## src/rtl/diferential_muxpga_grid.sv

```systemverilog
// ---------------------------------------------------------------------------
// diferential_muxpga_grid
//
// ROWS x COLS torus of BITS-wide registered logic cells. Each cell owns a
// 6-bit configuration field {func[1:0], sel2[1:0], sel1[1:0]} taken from a
// serial configuration chain. A small IDLE/LOAD/RUN state machine controls
// loading and execution. Row 0 takes its north and northwest inputs from
// data_in; column COLS-1 drives data_out. Columns wrap, rows do not.
//
// Ports:
//   clk        clock, all state updates on the rising edge
//   reset      synchronous, active-high reset
//   cfg_start  request (re)configuration, honoured in IDLE and RUN
//   cfg_valid  cfg_data carries a configuration bit (LOAD only)
//   cfg_data   serial configuration bit, first bit sent ends at CFG[N-1]
//   run_en     cells update this cycle (RUN only)
//   data_in    external north input to row 0
//   data_out   q of cell (r, COLS-1) at bits [r*BITS +: BITS]
//   running    high while in RUN
//   cfg_done   one-cycle pulse on LOAD -> RUN
//   cyc_count  saturating count of RUN cycles with run_en since last LOAD
// ---------------------------------------------------------------------------
module diferential_muxpga_grid #(
  parameter int ROWS  = 6,
  parameter int COLS  = 6,
  parameter int BITS  = 4,
  parameter int CNT_W = 16
) (
  input  logic                   clk,
  input  logic                   reset,
  input  logic                   cfg_start,
  input  logic                   cfg_valid,
  input  logic                   cfg_data,
  input  logic                   run_en,
  input  logic [BITS-1:0]        data_in,
  output logic [ROWS*BITS-1:0]   data_out,
  output logic                   running,
  output logic                   cfg_done,
  output logic [CNT_W-1:0]       cyc_count
);

  localparam int CELLS = ROWS * COLS;
  localparam int N     = CELLS * 6;
  localparam int BCW   = $clog2(N);
  localparam logic [BCW-1:0] LAST_BIT = BCW'(N - 1);

  typedef enum logic [1:0] {
    IDLE = 2'd0,
    LOAD = 2'd1,
    RUN  = 2'd2
  } state_t;

  state_t          state;
  logic [N-1:0]    cfg;
  logic [BCW-1:0]  bit_cnt;

  // Cell k = row*COLS + col.
  logic [BITS-1:0] q   [CELLS];
  logic [BITS-1:0] nxt [CELLS];

  logic enter_load;
  logic update;

  // Entering LOAD clears the cells on the same edge the state changes, so
  // q = 0 is visible from the first LOAD cycle.
  assign enter_load = cfg_start && (state == IDLE || state == RUN);
  // cfg_start in RUN wins over run_en: no cell update on that edge.
  assign update     = (state == RUN) && run_en && !cfg_start;

  // NOTE: every case path assigns the result (default included), so these
  // functions and the logic built from them can never infer a latch.
  function automatic logic [BITS-1:0] pick(
    input logic [1:0]      sel,
    input logic [BITS-1:0] n,
    input logic [BITS-1:0] nw,
    input logic [BITS-1:0] w,
    input logic [BITS-1:0] e
  );
    case (sel)
      2'd0:    pick = n;
      2'd1:    pick = nw;
      2'd2:    pick = w;
      default: pick = e;
    endcase
  endfunction

  function automatic logic [BITS-1:0] apply_func(
    input logic [1:0]      f,
    input logic [BITS-1:0] a,
    input logic [BITS-1:0] b
  );
    case (f)
      2'd0:    apply_func = a & b;
      2'd1:    apply_func = a | b;
      2'd2:    apply_func = a ^ b;
      default: apply_func = a + b;   // wraps mod 2^BITS
    endcase
  endfunction

  // Per-cell neighbour selection and next-value computation.
  for (genvar r = 0; r < ROWS; r++) begin : g_row
    for (genvar c = 0; c < COLS; c++) begin : g_col
      localparam int K  = r * COLS + c;
      localparam int KW = r * COLS + (c + COLS - 1) % COLS;  // west, wrapped
      localparam int KE = r * COLS + (c + 1) % COLS;         // east, wrapped

      logic [BITS-1:0] north;
      logic [BITS-1:0] nwest;
      logic [5:0]      cell_cfg;

      if (r == 0) begin : g_edge
        assign north = data_in;
        assign nwest = data_in;
      end else begin : g_inner
        assign north = q[K - COLS];
        assign nwest = q[KW - COLS];
      end

      assign cell_cfg = cfg[6*K +: 6];
      assign nxt[K]   = apply_func(cell_cfg[5:4],
                          pick(cell_cfg[1:0], north, nwest, q[KW], q[KE]),
                          pick(cell_cfg[3:2], north, nwest, q[KW], q[KE]));

      if (c == COLS - 1) begin : g_out
        assign data_out[r*BITS +: BITS] = q[K];
      end
    end
  end

  // Cell registers.
  // NOTE: the cell array is reset explicitly because its reset value is
  // architecturally visible on data_out; this is plain flops, not a RAM.
  always_ff @(posedge clk) begin
    if (reset || enter_load) begin
      for (int i = 0; i < CELLS; i++) q[i] <= '0;
    end else if (update) begin
      for (int i = 0; i < CELLS; i++) q[i] <= nxt[i];
    end
  end

  // Control state machine with registered status outputs.
  // NOTE: sequential state uses non-blocking assignments only, so every
  // register samples values from before the edge regardless of order.
  always_ff @(posedge clk) begin
    if (reset) begin
      state     <= IDLE;
      cfg       <= '0;
      bit_cnt   <= '0;
      cyc_count <= '0;
      running   <= 1'b0;
      cfg_done  <= 1'b0;
    end else begin
      cfg_done <= 1'b0;
      case (state)
        IDLE: begin
          if (cfg_start) begin
            state     <= LOAD;
            bit_cnt   <= '0;
            cyc_count <= '0;
          end
        end
        LOAD: begin
          // cfg_start is ignored here; the bit counter holds through gaps.
          if (cfg_valid) begin
            cfg <= {cfg[N-2:0], cfg_data};
            if (bit_cnt == LAST_BIT) begin
              state    <= RUN;
              running  <= 1'b1;
              cfg_done <= 1'b1;
              bit_cnt  <= '0;
            end else begin
              bit_cnt <= bit_cnt + 1'b1;
            end
          end
        end
        RUN: begin
          if (cfg_start) begin
            state     <= LOAD;
            running   <= 1'b0;
            bit_cnt   <= '0;
            cyc_count <= '0;
          end else if (run_en && cyc_count != '1) begin
            cyc_count <= cyc_count + 1'b1;
          end
        end
        default: begin
          state   <= IDLE;
          running <= 1'b0;
        end
      endcase
    end
  end

endmodule
```

## config.mk

```make
export PLATFORM = sky130hd
export DESIGN_NAME = diferential_muxpga_grid
export DESIGN_NICKNAME = d
export VERILOG_FILES = /design/src/rtl/diferential_muxpga_grid.sv
export SDC_FILE = /design/constraint.sdc
export NUM_CORES = 2
export LEC_CHECK = 0
export ABC_AREA = 1
export CORE_MARGIN = 3
export CORE_UTILIZATION = 60
export DETAILED_ROUTE_END_ITERATION = 12
export PLACE_DENSITY = 0.84
export SYNTH_ARGS = -nofsm -noshare
export SYNTH_HDL_FRONTEND = slang
export SYNTH_SLANG_ARGS = --single-unit
```

## constraint.sdc

```tcl
create_clock -name clk -period 14.4 [get_ports clk]
set_clock_uncertainty 0.15 [all_clocks]
set_input_delay 1.44 -clock clk [delete_from_list [all_inputs] [get_ports clk]]
set_output_delay 1.44 -clock clk [all_outputs]
set_load 0.05 [all_outputs]
```

==> results.json <==
{
  "cts_setup_buffers": 0,
  "initial_core_util": 0.615,
  "layout-drive-gt1-share": 0.0325,
  "synth_nets": 4907,
  "vias": 31689,
  "diodes": 0,
  "yosysSeqAreaShare": 0.288,
  "setup_viol": 0,
  "hold_class": "register to register",
  "irDropWorstVdd_mv": 0.0936,
  "p_leak_uw": 0.0143,
  "crit_arrival_ns": 4.70,
  "power_uw": 3290,
  "pwr_density_cell_nw_per_um2": 96.4,
  "viasPerCell": 6.09,
  "tritoncts": "yes",
  "crit_slowest_cell": "nor2_4",
  "tightestPinTransition_ns": 1.27,
  "grt_pass1_wl_um": 149000,
  "track_usage": 0.319,
  "gp_congestion": 0.949,
  "critical_path.max_fanout": 72,
  "dp_hpwl_um": 63700,
  "path_delay_family": "buffers and inverters",
  "ctsHoldBuffers": 0,
  "ios": 52,
  "end_kind": "register",
  "nFillCells": 4421,
  "grt_remaining_overflow": 0,
  "wl_per_cell_um": 17.7,
  "clock-sinks": 388,
  "drv_slew": 0,
  "synth_flop_cell": "dfxtp_1",
  "die-height_um": 237,
  "whs_ns": 0.330,
  "fin_crit_sh": 0.309,
  "ys_seq_elements": 388,
  "coreArea_um2": 52000,
  "synth-edff-count": 144,
  "die_area_um2": 56100,
  "fin_ws_ns": 9.95,
  "antenna_found_initial": 0,
  "drv_cap": 0,
  "synth_cells": 4571,
  "crit_top_cell": "buf_4",
  "dr.pass1.iters": 7,
  "portBuffers": 51,
  "drt_iter0_drc": 3529,
  "ant_nets": 0,
  "critPathKind": "primary input to register",
  "route.detailed.drc": 0,
  "path_clk_slew_ns": 0.06,
  "max_stage_delay_ns": 0.81,
  "cts_resized": 0,
  "cts_inserted_buffers": 46,
  "cts_max_level": 2,
  "most-common-layout-cells": "977 x nand2_1, 596 x inv_1, 456 x o21ai_0",
  "fmax_mhz": 225,
  "min_period_ns": 4.45,
  "insertion_delay_ns": 0.60,
  "post-place-ws_ns": 9.46,
  "layout.nets": 4823,
  "grt_max_degree": 133,
  "wl_um": 92200,
  "synth_warnings": 0,
  "status": "complete, no violations",
  "fin_util": 0.657,
  "area_growth_pct": 6.85,
  "max_slew_margin": 0.154,
  "final_common_cell": "nand2_1",
  "crit_path_start_kind": "primary input",
  "cts-root-buf": "clkbuf_16",
  "synth_area_um2": 32000,
  "critPathBufInv": 4,
  "rsz0062_at_grt": "no",
  "rows": 83,
  "avgSynthCellArea_um2": 6.99,
  "synth_async_sr_flop_share": 0,
  "synth.distinct_cells": 45,
  "die_w_um": 237,
  "cts_buffer_depth": 3,
  "hold_violations": 0,
  "tns_ns": 0,
  "grt_pass1_vias": 29072,
  "cp.required_ns": 14.65,
  "cp_cell_sequence": "buf_4, inv_6, nand2_4, nor2_4, inv_4, buf_4, a211oi_1"
}
-- report_power, final --
group	switching [uW]	total, uW	internal, uW
sequential	149	1350	1200
combinational	437	705	268
clock	496	1240	741
-- final timing paths --
kind,startpoint,end,slack [ns],cells past startpoint
min,running,running,0.33,2
min reg2reg,running,running,0.33,2
max,reset,q[1][13],9.95,7
max reg2reg,state[0],q[1][13],10.97,8
-- state kept, by name, summed over array words and instances (netlist names) --
signal and count:
bit_cnt 8, running 1, q 144, cfg 216, cyc_count 16, state 2
cfg_done 1
-- logic make-up after synthesis --
logic type	after synthesis	share of synthesized area
compound gates	1322	0.242
buf+inv	795	0.0976
flops	388	0.288
fa+ha+maj	326	0.136
xor+xnor	71	0.0194
simple gates	1669	0.218
-- tightest hold or removal path, stage by stage (launching register included) --
cell and delay, ns:
dfxtp_1 0.31, nand2_1 0.06, a21oi_1 0.06
-- metrics by stage --
stage	area (um^2)	std cells
4_1_cts	34200	5205
3_3_place_gp	32600	5119
5_1_grt	34200	5205
2_1_floorplan	32000	4571
3_5_place_dp	32600	5119
6_report	34200	5205
-- per-layer routing --
metal  part of all wire  vias up  track usage
li1                   -    15195            -
met1               0.41    14562        0.426
met2               0.45     1618        0.514
met3              0.099      314       0.0504
met4              0.044        0        0.134
met5                  0        -            0
-- Yosys cell counts, drive strengths merged (4+ instances only) --
master	count	area, um^2
a211oi	9	67.6
a21o	4	30.0
a21oi	426	2140
a221oi	60	526
a22oi	6	45.0
a31oi	62	388
buf	59	359
clkbuf	132	495
dfxtp	244	4880
edfxtp	144	4320
fa	34	681
ha	292	3650
inv	602	2260
nand2	986	3750
nand3	362	1810
nand3b	10	75.1
nor2	255	998
nor3	17	85.1
o2111ai	11	96.3
o211ai	7	52.6
o21a	221	1660
o21ai	458	2300
o21bai	12	90.1
o22ai	22	138
o2bb2ai	8	70.1
o31ai	10	75.1
or2	38	238
xnor2	14	123
xor2	57	499
-- final cells by class --
class / count / area (um^2) / area share
clock inverter: 18 / 168 / 0.00491
multi-input combinational: 3388 / 19700 / 0.575
clock buffer: 68 / 1430 / 0.0419
tap: 680 / 851 / 0.0249
timing repair buffer: 59 / 568 / 0.0166
sequential: 388 / 9210 / 0.270
inverter: 604 / 2280 / 0.0667
Note: power is estimated with default switching activity, not from simulation.
